## src/rtl/ff_pkg.sv

```systemverilog
// rtl/ff_pkg.sv - shared mode encodings and limits for the excitation state register
package ff_pkg;

  localparam logic [1:0] MODE_D  = 2'b00;
  localparam logic [1:0] MODE_SR = 2'b01;
  localparam logic [1:0] MODE_JK = 2'b10;
  localparam logic [1:0] MODE_T  = 2'b11;

  localparam logic [7:0] TRANS_MAX = 8'd255;

endpackage

```

## src/rtl/ff_cell.sv

```systemverilog
// rtl/ff_cell.sv - single-bit flip-flop driven by D, SR, JK or T excitation
module ff_cell
  import ff_pkg::*;
(
  input  logic       clk,
  input  logic       rst_n,
  input  logic       rst_val,
  input  logic       en,
  input  logic       load,
  input  logic       load_val,
  input  logic [1:0] mode,
  input  logic       d,
  input  logic       s,
  input  logic       r,
  input  logic       t,
  output logic       q,
  output logic       q_next,
  output logic       illegal
);

  logic q_q, q_d;

  always_comb begin
    q_d     = q_q;
    illegal = 1'b0;
    if (load) begin
      q_d = load_val;
    end else if (en) begin
      case (mode)
        MODE_D:  q_d = d;
        MODE_SR: begin
          // S=R=1 holds the bit and is reported upward as illegal
          if (s && r)  illegal = 1'b1;
          else if (s)  q_d = 1'b1;
          else if (r)  q_d = 1'b0;
        end
        MODE_JK: begin
          case ({s, r})
            2'b10:   q_d = 1'b1;
            2'b01:   q_d = 1'b0;
            2'b11:   q_d = ~q_q;
            default: q_d = q_q;
          endcase
        end
        default: if (t) q_d = ~q_q;
      endcase
    end
  end

  always_ff @(posedge clk or negedge rst_n) begin
    if (!rst_n) q_q <= rst_val;
    else        q_q <= q_d;
  end

  assign q      = q_q;
  assign q_next = q_d;

endmodule

```

## src/rtl/excitation_state_register.sv

```systemverilog
// rtl/excitation_state_register.sv - N-bit excitation-driven state register with
// illegal-SR flags, transition counter and state history
module excitation_state_register
  import ff_pkg::*;
#(
  parameter int                N           = 4,
  parameter logic [N-1:0]      RESET_STATE = '0,
  parameter int                HIST_DEPTH  = 4
) (
  input  logic                    clk,
  input  logic                    rst_n,
  input  logic                    en,
  input  logic [1:0]              mode,
  input  logic [N-1:0]            d,
  input  logic [N-1:0]            s,
  input  logic [N-1:0]            r,
  input  logic [N-1:0]            t,
  input  logic                    load,
  input  logic [N-1:0]            load_val,
  input  logic                    clr_illegal,
  output logic [N-1:0]            q,
  output logic [N-1:0]            q_n,
  output logic [N-1:0]            illegal_mask,
  output logic                    changed,
  output logic [7:0]              trans_count,
  output logic [N*HIST_DEPTH-1:0] hist
);

  localparam int HW = N * HIST_DEPTH;

  logic [N-1:0] q_vec, next_q, illegal_vec;
  logic [N-1:0] mask_q, mask_d;
  logic         changed_q;
  logic [7:0]   count_q, count_d;
  logic [HW-1:0] hist_q, hist_d, hist_shift;
  logic         diff;

  for (genvar i = 0; i < N; i++) begin : g_cell
    ff_cell u_cell (
      .clk      (clk),
      .rst_n    (rst_n),
      .rst_val  (RESET_STATE[i]),
      .en       (en),
      .load     (load),
      .load_val (load_val[i]),
      .mode     (mode),
      .d        (d[i]),
      .s        (s[i]),
      .r        (r[i]),
      .t        (t[i]),
      .q        (q_vec[i]),
      .q_next   (next_q[i]),
      .illegal  (illegal_vec[i])
    );
  end

  if (HIST_DEPTH > 1) begin : g_hist_multi
    assign hist_shift = {hist_q[HW-N-1:0], q_vec};
  end else begin : g_hist_single
    assign hist_shift = q_vec;
  end

  assign diff = (next_q != q_vec);

  always_comb begin
    // A fresh illegal set beats a simultaneous clear for that bit
    mask_d  = (clr_illegal ? '0 : mask_q) | illegal_vec;
    count_d = count_q;
    hist_d  = hist_q;
    if (diff) begin
      hist_d = hist_shift;
      if (count_q != TRANS_MAX) count_d = count_q + 8'd1;
    end
  end

  always_ff @(posedge clk or negedge rst_n) begin
    if (!rst_n) begin
      mask_q    <= '0;
      changed_q <= 1'b0;
      count_q   <= '0;
      hist_q    <= '0;
    end else begin
      mask_q    <= mask_d;
      changed_q <= diff;
      count_q   <= count_d;
      hist_q    <= hist_d;
    end
  end

  assign q            = q_vec;
  assign q_n          = ~q_vec;
  assign illegal_mask = mask_q;
  assign changed      = changed_q;
  assign trans_count  = count_q;
  assign hist         = hist_q;

endmodule

```

## config.mk

```make
export PLATFORM = sky130hd
export DESIGN_NAME = excitation_state_register
export DESIGN_NICKNAME = d
export VERILOG_FILES = /design/src/rtl/ff_pkg.sv /design/src/rtl/ff_cell.sv /design/src/rtl/excitation_state_register.sv
export SDC_FILE = /design/constraint.sdc
export NUM_CORES = 1
export LEC_CHECK = 0
export ABC_AREA = 1
export BUFFER_PORTS_ARGS = -buffer_cell sky130_fd_sc_hd__buf_2
export CAP_MARGIN = 25
export CORE_AREA = 10 10 71 85
export DETAILED_ROUTE_END_ITERATION = 8
export DIE_AREA = 0 0 81 95
export PLACE_DENSITY = 0.7
export SLEW_MARGIN = 25
export SYNTH_ARGS = -nofsm -noshare
export SYNTH_HDL_FRONTEND = slang
export SYNTH_SLANG_ARGS = --single-unit
export TNS_END_PERCENT = 10
```

## constraint.sdc

```tcl
create_clock -name clk -period 4.91 [get_ports clk]
set_clock_uncertainty 0.15 [all_clocks]
set_input_delay 0.2455 -clock clk [delete_from_list [all_inputs] [get_ports clk]]
set_output_delay 0.2455 -clock clk [all_outputs]
set_load 0.02 [all_outputs]
```

## After elaboration in Yosys (flattened, before gate mapping)

Index checks and enable logic that the tools add are counted.

| storage, ports and cells | value |
|---|---|
| logic and storage cells | 86 |
| register bits | 33 |

| cells by class | value |
|---|---|
| reductions and logical operators | 6 |
| multiplexer cells | 49 |
| bitwise operators | 6 |
| add/subtract/negate cells | 1 |
| eq/ne operators | 16 |

Operators by type and width:

| operator | count |
|---|---|
| 1-bit 2-to-1 mux | 40 |
| 1-bit one-hot mux with 3 select lines | 8 |
| 2-bit == test (second input constant) | 9 |
| 2-bit by 1-bit == test with 1-bit output (second input constant) | 5 |
| 8-bit by 1-bit adder with 8-bit output (second input constant) | 1 |
| 8-bit != test (second input constant) | 1 |
| 1-bit logical AND | 4 |
| 4-bit 2-to-1 mux | 1 |
| 4-bit != test | 1 |
| 1-bit inverter | 4 |
| 4-bit inverter | 1 |
| 4-bit bitwise OR | 1 |
| 2-bit logical NOT | 1 |
| 2-bit AND reduction | 1 |

## Depth between registers and ports, before layout

Gate-level depths: netlist of run 1.

| logic depth | value |
|---|---|
| depth after elaboration | 8 |
| depth in mapped cells | 15 |

## Worst setup path before layout of run 1

Ideal clock, no wire load.

| timing path | value |
|---|---|
| path type | reg2reg |
| from | reg g_cell[0].u_cell.q_q |
| to | reg count_q[4] (netlist: trans_count[4]) |
| setup slack | 2.996 ns |
| data arrival time | 1.645 ns |
| stages on the path, launching flop included | 16 |
| library setup time | 0.119 ns |
| path through | dfrtp_1 inv_1 nand2_1 nand3_1 nand2_1 nand2_1 nand2_1 nand2_1 nand2_1 nand2_1 nand2_2 nor2_8 nand2_4 buf_6 nand3_1 nand2_1 |

| on the way | value |
|---|---|
| longest elaborated chain between the ends | 8 |
| elaborated cells between the ends (all ways) | 11 |

Ends and longest elaborated chain:

| what | RTL line | source |
|---|---|---|
| start: declaration | ff_cell.sv:21 | `logic q_q, q_d;` |
| start signal: assignment | ff_cell.sv:51 | `if (!rst_n) q_q <= rst_val;` |
| start signal: assignment | ff_cell.sv:52 | `else q_q <= q_d;` |
| 1-bit 2-to-1 mux | ff_cell.sv:35 | `else if (r) q_d = 1'b0;` |
| 1-bit 2-to-1 mux | ff_cell.sv:34 | `else if (s) q_d = 1'b1;` |
| 1-bit 2-to-1 mux | ff_cell.sv:33 | `if (s && r) illegal = 1'b1;` |
| 1-bit one-hot mux with 3 select lines | ff_cell.sv:29 | `case (mode)` |
| 1-bit 2-to-1 mux | ff_cell.sv:28 | `end else if (en) begin` |
| 1-bit 2-to-1 mux | ff_cell.sv:26 | `if (load) begin` |
| 4-bit != test * | excitation_state_register.sv:63 | `assign diff = (next_q != q_vec);` |
| 2-bit AND reduction (no source line) * | -- |  |
| end signal: assignment | excitation_state_register.sv:85 | `count_q <= count_d;` |
| end: declaration | excitation_state_register.sv:34 | `logic [7:0] count_q, count_d;` |

Mark *: on every way between the ends. The rest lies on a longest branch, timed or not.
A chain may end at the register's enable or synchronous reset.

## Worst setup path in the final report of run 1

| timing path | value |
|---|---|
| from | reg g_cell[1].u_cell.q_q |
| to | reg count_q[0] (netlist: trans_count[0]) |

| on the way | value |
|---|---|
| longest elaborated chain between the ends | 8 |
| elaborated cells between the ends (all ways) | 11 |

Ends and longest elaborated chain:

| what | RTL line |
|---|---|
| start: declaration | ff_cell.sv:21 |
| start signal: assignment | ff_cell.sv:51 |
| start signal: assignment | ff_cell.sv:52 |
| 1-bit 2-to-1 mux | ff_cell.sv:35 |
| 1-bit 2-to-1 mux | ff_cell.sv:34 |
| 1-bit 2-to-1 mux | ff_cell.sv:33 |
| 1-bit one-hot mux with 3 select lines | ff_cell.sv:29 |
| 1-bit 2-to-1 mux | ff_cell.sv:28 |
| 1-bit 2-to-1 mux | ff_cell.sv:26 |
| 4-bit != test * | excitation_state_register.sv:63 |
| 2-bit AND reduction (no source line) * | -- |

Marked as above.

==> impl_results.md, run 1 <==
* Count of mapped cells out of synthesis at 253
* Overall via count from detail_route at 1794
* Post-CTS Setup Bufs at 0
* GP Congestion at 0.826
* Number of max-capacitance violations reported at 0
* Number of top-level design ports at 64
* Sum of routed wire length over all layers at 4.81 mm
* Top delay family on crit path: simple AND/OR/NAND/NOR gates
* Initial detailed-routing violation count at 86
* Sum of net half-perimeters after detailed placement at 3.77 mm
* Post-layout instance count excluding filler cells at 375
* First-pass GRT wire length at 8.19 mm
* Worst Setup Start Kind: flip-flop
* Placed Cells at 366
* Crit path cell chain: inv_2 -> nand2_1 -> nand3_1 -> nand2_1 -> nand2_1 -> nand2_1 -> nand2_1 -> nand2_1 -> nand2_1 -> nand2_2 -> nor2_8 -> nand2_4 -> nand2_2 -> nand2_1 -> nand2_1
* Net Sw Frac at 0.390
* Share of power burned in combinational logic at 0.363
* Floorplan die height at 95 um
* Fmax at 0.452 GHz
* Number of buffer cells added on primary ports at 63
* Clock tree sinks at 33
* Clk pin slew, worst setup/hold paths at 70 ps
* Count of yosys warnings during synthesis at 0
* Share of final-layout standard cells stronger than drive strength 1 at 0.281
* Unrepaired setup endpoints after global routing: no
* Crit. End Element: flip-flop
* CTS tree: built
* Post-Route Utilization at 0.526
* Syn_nets at 281
* Netlist area before placement at 1890 um2
* Clock network fraction of total power at 0.250
* Most common cell on crit path: sky130_fd_sc_hd__nand2_1
* Most frequent cells in the layout: sky130_fd_sc_hd__nand2_1, sky130_fd_sc_hd__buf_2, sky130_fd_sc_hd__nand3_1
* Area of the die at 7700 um2
* Clock latency at the later pin of the worst-skew pair at 280 ps
* Largest net degree at the start of global routing at 34
* Antenna diodes at 0
* Internal at 639 uW
* Data arrival time at the worst-slack endpoint at 2280 ps
* Number of flip-flops and latches in the synthesized netlist at 33
* Via-to-Cell Ratio at 4.78
* Count of endpoints failing setup in the final report at 0
* Number of buffers added by the clock tree synthesis step at 5
* Final worst-path cycle share at 0.451
* Critical path required time at 4980 ps
* CP max stage delay at 470 ps
* Area growth from synthesis to final layout at 23.8%
* Per-cell routed wire length at 12.8 um
* Path type of the worst setup path: reg -> reg
* Site row count at 27
* Worst path bufs/invs at 1
* Power per standard cell area at 446 nW/um2
* Total Power at 1.05 mW
* Mean instance size in the synthesized netlist at 7.49 um2
* Setup TNS after final layout at 0 ps
* Number of nets in the final layout at 344
* Transition at the pin with the smallest max-transition slack at 707 ps
* Final routed DRC violation total at 0
* Maximum resistive drop on vdd at 0.125 mV
* Root buffer cell: sky130_fd_sc_hd__clkbuf_8
* Via count of the first global-routing pass at 1836
* Core ar. at 4460 um2
* Initial cell density of the core at 0.425
* Filler cells at 470
* Outcome: completed
* Flop pwr share at 0.386
* Maximum clock insertion buffer count at 2
* Critical Path Slowest Stage Cell: sky130_fd_sc_hd__dfrtp_1
* Worst relative slew slack at 0.528
* Die span in x at 81 um
* Sequential-to-total area share from yosys stat at 0.436
* Net switching power of the design at 408 uW
* Remaining antenna violation count at 0
* Largest fanout on the critical path at 26
* Number of distinct library cell variants in the gate-level netlist after synthesis at 21
* Overall global routing resource usage at 0.131
* Residual overflow from global routing at 0
* Static power due to leakage at 1.35 nW
* DR pass1 iterations at 4
* Final max-slew violation count at 0
* Number of levels the H-tree was split into at 2
* Min Tclk post-route at 2210 ps
* Count of endpoints failing hold in the final timing report at 0
* HP Class: in -> reg
* Number of antenna violations at the first check in global routing at 0
* Most frequent standard cell in the layout excluding fill and tap cells: sky130_fd_sc_hd__nand2_1
[cell families (layout without fill, tap and decap cells)]
group                      after synthesis  in the layout  synth area share
AOI/OAI and AO/OA                       12             12            0.0396
DFF                                     33             33             0.436
and+or+nand+nor                        161            161             0.388
buffers and inverters                   38            102            0.0925
adders and majority gates                1              1           0.00660
xor gates and xnor gates                 8              8            0.0370
[registers in the layout, summed over array words and instances (netlist names)]
register / cells
hist: 16
g_cell.u_cell.q: 4
trans_count: 8
changed: 1
illegal_mask: 4
[synth_stat cells (all sizes together)]
| library cell | number | area (um2) |
|---|---|---|
| nand2 | 110 | 433 |
| nor2 | 5 | 66.3 |
| dfrtp | 33 | 826 |
| a21oi | 8 | 40.0 |
| buf | 8 | 62.6 |
| or2 | 4 | 25.0 |
| nand4 | 1 | 6.26 |
| xor2 | 4 | 35.0 |
| ha | 1 | 12.5 |
| o32ai | 4 | 35.0 |
| nand3 | 40 | 200 |
| xnor2 | 4 | 35.0 |
| nor3 | 1 | 5.00 |
| inv | 30 | 113 |
[layer usage]
layer | vias up | share of wire | global-route usage | wire length [um]
met1 | 817 | 0.43 | 0.153 | 2090
met4 | 0 | 0.0081 | 0.0434 | 39
met3 | 5 | 0.093 | 0.0542 | 445
li1 | 916 | - | - | -
met2 | 56 | 0.46 | 0.211 | 2230
met5 | - | 0 | 0 | 0
[per-stage QoR]
step / hold WS, ps / setup WS, ps / instance area, um2
2_1_floorplan: -200 / 3000 / 1890
4_1_cts: 57.1 / 2690 / 2350
6_report: 61.9 / 2700 / 2350
5_1_grt: 78.0 / 2390 / 2350
3_5_place_dp: 198 / 2710 / 2220
3_3_place_gp: 192 / 2750 / 2220
[cell type report]
type	instances	area, um2	share of cell area
Clock inverter	1	30.0	0.0128
Multi-Input combinational cell	182	893	0.381
Sequential cell	33	826	0.352
Timing Repair Buffer	64	325	0.139
Clock buffer	7	86.3	0.0368
Inverter	30	113	0.0480
Tap cell	58	72.6	0.0309
[power groups by stage]
stage                     combinational (mW)  sequential (mW)  clock (mW)
after floorplan                        0.190            0.478           0
after global placement                 0.381            0.409           0
after detailed placement               0.389            0.409           0
after CTS                              0.389            0.405       0.267
after global routing                   0.429            0.416       0.276
final                                  0.381            0.404       0.262
[timing repair]
action / in CTS / in global routing
hold buffers: 1 / 0
hold endpoints to repair: 33 / 0
gates resized for setup: 0 / 0
[path summary, 6_finish.rpt]
path	startpoint	endpoint	slack [ps]	cells past startpoint
max	g_cell[1].u_cell.q	trans_count[0]	2700	15
max reg2reg	g_cell[1].u_cell.q	trans_count[0]	2700	15
min	clr_illegal	illegal_mask[2]	60	2
max in group asynchronous	rst_n	hist[1]	3760	2
min in group asynchronous	rst_n	trans_count[6]	400	2
min reg2reg	hist[6]	hist[10]	350	2
Power figures use the tool's default switching activity.
==> inputs of run 2 (changes only) <==
--- a/config.mk
+++ b/config.mk
@@ -5,13 +5,13 @@
 export SDC_FILE = /design/constraint.sdc
 export NUM_CORES = 1
 export LEC_CHECK = 0
-export ABC_AREA = 1
+export ABC_AREA = 0
 export BUFFER_PORTS_ARGS = -buffer_cell sky130_fd_sc_hd__buf_2
 export CAP_MARGIN = 25
-export CORE_AREA = 10 10 71 85
+export CORE_AREA = 10 10 70 84
 export DETAILED_ROUTE_END_ITERATION = 8
-export DIE_AREA = 0 0 81 95
-export PLACE_DENSITY = 0.7
+export DIE_AREA = 0 0 80 94
+export PLACE_DENSITY = 0.74
 export SLEW_MARGIN = 25
 export SYNTH_ARGS = -nofsm -noshare
 export SYNTH_HDL_FRONTEND = slang
==> constraint.sdc (replaced) <==
create_clock -name clk -period 2 [get_ports clk]
set_clock_uncertainty 0.15 [all_clocks]
set_input_delay 0.1 -clock clk [delete_from_list [all_inputs] [get_ports clk]]
set_output_delay 0.1 -clock clk [all_outputs]
set_load 0.02 [all_outputs]
==> run 2 against run 1 <==
The run now ends with setup timing left. Critical endpoint is now trans_count[4]. Die area down 2.3%. Flip-flop and latch count did not move. First-iteration DRC count fell by 19%. Core utilization grew 11 points. Via count decreased by 3.8%. Fmax decreased by 16%. Non-clock buffer count grew 45.
==> impl_results.md, run 2 <==
* Cell type with the highest aggregate area in the netlist: sky130_fd_sc_hd__dfrtp_1 (unchanged)
* Main synth FF type: sky130_fd_sc_hd__dfrtp_1 (unchanged)
* Data arrival time at the worst-slack endpoint at 2640 ps (was 2280 ps)
* Crit path cell chain: maj3_2 -> mux4_2 -> xnor2_2 -> a2111oi_4 -> buf_4 -> nand2b_4 -> mux2_4 (was inv_2 -> nand2_1 -> nand3_1 -> nand2_1 -> nand2_1 -> nand2_1 -> nand2_1 -> nand2_1 -> nand2_1 -> nand2_2 -> nor2_8 -> nand2_4 -> nand2_2 -> nand2_1 -> nand2_1)
* Worst Setup Start Kind: flip-flop (unchanged)
* Final routed DRC violation total at 0 (unchanged)
* Floorplan die height at 94 um (was 95 um)
* Number of antenna violations at the first check in global routing at 0 (unchanged)
* Count of yosys warnings during synthesis at 0 (unchanged)
* Critical Path Slowest Stage Cell: sky130_fd_sc_hd__mux4_2 (was sky130_fd_sc_hd__dfrtp_1)
* Capturing point of the worst reg2reg path: trans_count[4] (was trans_count[0])
* Clk pin slew, worst setup/hold paths at 70 ps (about the same)
* Min Tclk post-route at 2620 ps (was 2210 ps)
* Endpoint of the most critical setup path: trans_count[4] (was trans_count[0])
* Reg2reg setup slack at -620 ps (was 2700 ps)
* Overall via count from detail_route at 1725 (was 1794)
* Remaining antenna violation count at 0 (unchanged)
* Outcome: complete, but fails checks (was completed)
* Most frequent standard cell in the layout excluding fill and tap cells: sky130_fd_sc_hd__buf_2 (was sky130_fd_sc_hd__nand2_1)
* Setup TNS after final layout at -12660 ps (was 0 ps)
* Number of flip-flops under the largest register name at 16 (unchanged)
* Sum of routed wire length over all layers at 5.02 mm (was 4.81 mm)
* HP Class: in -> reg (unchanged)
* Area of the die at 7520 um2 (was 7700 um2)
* Number of nets in the final layout at 317 (was 344)
* Critical path required time at 2020 ps (was 4980 ps)
* Number of max-capacitance violations reported at 0 (unchanged)
* Path type of the worst setup path: reg -> reg (unchanged)
* Number of buffer cells added on primary ports at 63 (unchanged)
* First-pass GRT wire length at 8.42 mm (was 8.19 mm)
* Worst flop-to-flop path startpoint: g_cell[2].u_cell.q (was g_cell[1].u_cell.q)
* Maximum resistive drop on vdd at 0.608 mV (was 0.125 mV)
* Final worst-path cycle share at 1.31 (was 0.451)
* Residual overflow from global routing at 0 (unchanged)
* Number of flip-flops and latches in the synthesized netlist at 33 (unchanged)
* Largest net degree at the start of global routing at 34 (unchanged)
* Total Power at 2.77 mW (was 1.05 mW)
* CTS tree: built (unchanged)
* Overall global routing resource usage at 0.141 (was 0.131)
* Commonest cells in the netlist: sky130_fd_sc_hd__dfrtp_1, sky130_fd_sc_hd__nand2_1, sky130_fd_sc_hd__o21ai_0 (was sky130_fd_sc_hd__nand2_1, sky130_fd_sc_hd__nand3_1, sky130_fd_sc_hd__dfrtp_1)
* Initial cell density of the core at 0.439 (was 0.425)
* Antenna diodes at 0 (unchanged)
* Count of endpoints failing setup in the final report at 25 (was 0)
* Post-layout instance count excluding filler cells at 346 (was 375)
* Final max-slew violation count at 0 (unchanged)
* Area share of the largest cell type after synthesis at 0.445 (was 0.436)
* Minimum setup slack after placement at -622 ps (was 2710 ps)
* Transition at the pin with the smallest max-transition slack at 725 ps (was 707 ps)
* Static power due to leakage at 1.36 nW (was 1.35 nW)
* Count of endpoints failing hold in the final timing report at 0 (unchanged)
* Unrepaired setup endpoints after global routing: yes (was no)
* Most numerous cell in the Yosys netlist: sky130_fd_sc_hd__dfrtp_1 (was sky130_fd_sc_hd__nand2_1)
* Share of final-layout standard cells stronger than drive strength 1 at 0.438 (was 0.281)
* Sequential-to-total area share from yosys stat at 0.445 (was 0.436)
* Area growth from synthesis to final layout at 44.5% (was 23.8%)
* Maximum clock insertion buffer count at 2 (unchanged)
* Via-to-Cell Ratio at 4.99 (was 4.78)
* Post-Route Utilization at 0.634 (was 0.526)
* Sum of net half-perimeters after detailed placement at 4.00 mm (was 3.77 mm)
* Worst setup margin at -620 ps (was 2700 ps)
* DR pass1 iterations at 4 (unchanged)
* Power per standard cell area at 1030 nW/um2 (was 446 nW/um2)
* Worst relative slew slack at 0.516 (was 0.528)
* Mean instance size in the synthesized netlist at 9.98 um2 (was 7.49 um2)
* Netlist area before placement at 1860 um2 (was 1890 um2)
* Core ar. at 4230 um2 (was 4460 um2)
* Most frequent cells in the layout: sky130_fd_sc_hd__buf_2, sky130_fd_sc_hd__buf_4, sky130_fd_sc_hd__dfrtp_1 (was sky130_fd_sc_hd__nand2_1, sky130_fd_sc_hd__buf_2, sky130_fd_sc_hd__nand3_1)
* Fmax at 0.382 GHz (was 0.452 GHz)
* Violated checks: setup timing
* Worst Reg-to-Reg Cells at 7 (was 15)
* GP Congestion at 0.959 (was 0.826)
* Crit path launch: g_cell[2].u_cell.q (was g_cell[1].u_cell.q)
* Fraction of registers with async set/reset at 1.00 (unchanged)
* Number of levels the H-tree was split into at 2 (unchanged)
* Root buffer cell: sky130_fd_sc_hd__clkbuf_8 (unchanged)
* Per-cell routed wire length at 14.5 um (was 12.8 um)
* Count of mapped cells out of synthesis at 186 (was 253)
* CP max stage delay at 500 ps (was 470 ps)
* Initial detailed-routing violation count at 70 (was 86)
* Placed Cells at 329 (was 366)
* Largest fanout on the critical path at 7 (was 26)
* Clock latency at the later pin of the worst-skew pair at 280 ps (about the same)
* Number of distinct library cell variants in the gate-level netlist after synthesis at 41 (was 21)
* Min-delay src: s[1] (was clr_illegal)
* Top cells by area, synth: sky130_fd_sc_hd__dfrtp_1, sky130_fd_sc_hd__mux2_1, sky130_fd_sc_hd__o21ai_0 (was sky130_fd_sc_hd__dfrtp_1, sky130_fd_sc_hd__nand2_1, sky130_fd_sc_hd__nand3_1)
* Die span in x at 80 um (was 81 um)
* Number of buffers added by the clock tree synthesis step at 5 (unchanged)
* Clock tree sinks at 33 (unchanged)
* Crit. End Element: flip-flop (unchanged)
* Via count of the first global-routing pass at 1830 (was 1836)
* Number of top-level design ports at 64 (unchanged)
* Number of enable flip-flop cells after synthesis at 0 (unchanged)
* Site row count at 26 (was 27)
* Syn_nets at 214 (was 281)
[run 2: cell count changes after synthesis, sizes merged, moves of 5 or more]
cell	previous run	this run
nand3	40	7
and3	0	5
mux2	0	16
inv	30	15
o21ai	0	16
nand2	110	20
[run 2: how the worst min path moves through the flow]
| stage | end | cells past startpoint |
|---|---|---|
| after floorplan | changed | 0 |
| after CTS | illegal_mask[1] | 4 |
| final | illegal_mask[1] | 4 |
| after global routing | illegal_mask[1] | 4 |
| after global placement | trans_count[1] | 1 |
| after detailed placement | trans_count[1] | 1 |
[run 2: worst max-delay path: cells and delay by family, from the launching register on]
family / cells / cell delay, ps
buffers and inverters: 1 / 220
flip-flops: 1 / 410
adder cells (fa/ha/maj): 1 / 310
XOR/XNOR: 1 / 170
AO/OA/AOI/OAI: 1 / 330
multiplexers: 2 / 790
AND/OR/NAND/NOR: 1 / 130
[run 2: cells by family after synthesis]
kind of cell | Yosys count | share of synthesized area
compound gates | 37 | 0.144
xor+xnor | 9 | 0.0425
mux | 20 | 0.125
flops | 33 | 0.445
simple gates | 54 | 0.142
buf+inv | 28 | 0.0728
fa+ha+maj | 5 | 0.0290
[run 2: stage by stage]
stage	cell area, um2	hold slack [ps]
2_1_floorplan	1880	-346
3_3_place_gp	2460	53.0
3_5_place_dp	2460	59.1
4_1_cts	2640	5.79
5_1_grt	2680	18.7
6_report	2680	6.82
[run 2: per-layer routing]
| layer | routed length, um | share of wire | vias up | global-route usage |
|---|---|---|---|---|
| met3 | 483 | 0.096 | 11 | 0.0584 |
| met5 | 0 | 0 | - | 0 |
| li1 | - | - | 842 | - |
| met2 | 2450 | 0.49 | 66 | 0.235 |
| met1 | 1950 | 0.39 | 806 | 0.149 |
| met4 | 139 | 0.028 | 0 | 0.0691 |
[run 2: report_power, final]
group / leakage [nW] / total, mW / internal [mW] / switching (mW)
Clock: 0.0542 / 0.550 / 0.311 / 0.239
Combinational: 0.903 / 1.19 / 0.541 / 0.646
Sequential: 0.407 / 1.04 / 0.878 / 0.158
Total: 1.36 / 2.77 / 1.73 / 1.04
[run 2: what timing repair did]
item,4_1_cts,5_1_grt
endpoints found under the hold margin,41,0
pin swaps,0,3
setup buffers,0,1
setup endpoints to repair,25,26
hold buffers,8,0
resized for setup,1,8
[run 2: cell type report]
| class | count | area (um2) |
|---|---|---|
| Inverter | 15 | 56.3 |
| Clock inverter | 1 | 5.00 |
| Tap cell | 56 | 70.1 |
| Clock buffer | 7 | 96.3 |
| Timing Repair Buffer | 109 | 684 |
| Multi-Input combinational cell | 125 | 943 |
| Sequential cell | 33 | 826 |
| Fill cell | 371 | 1550 |
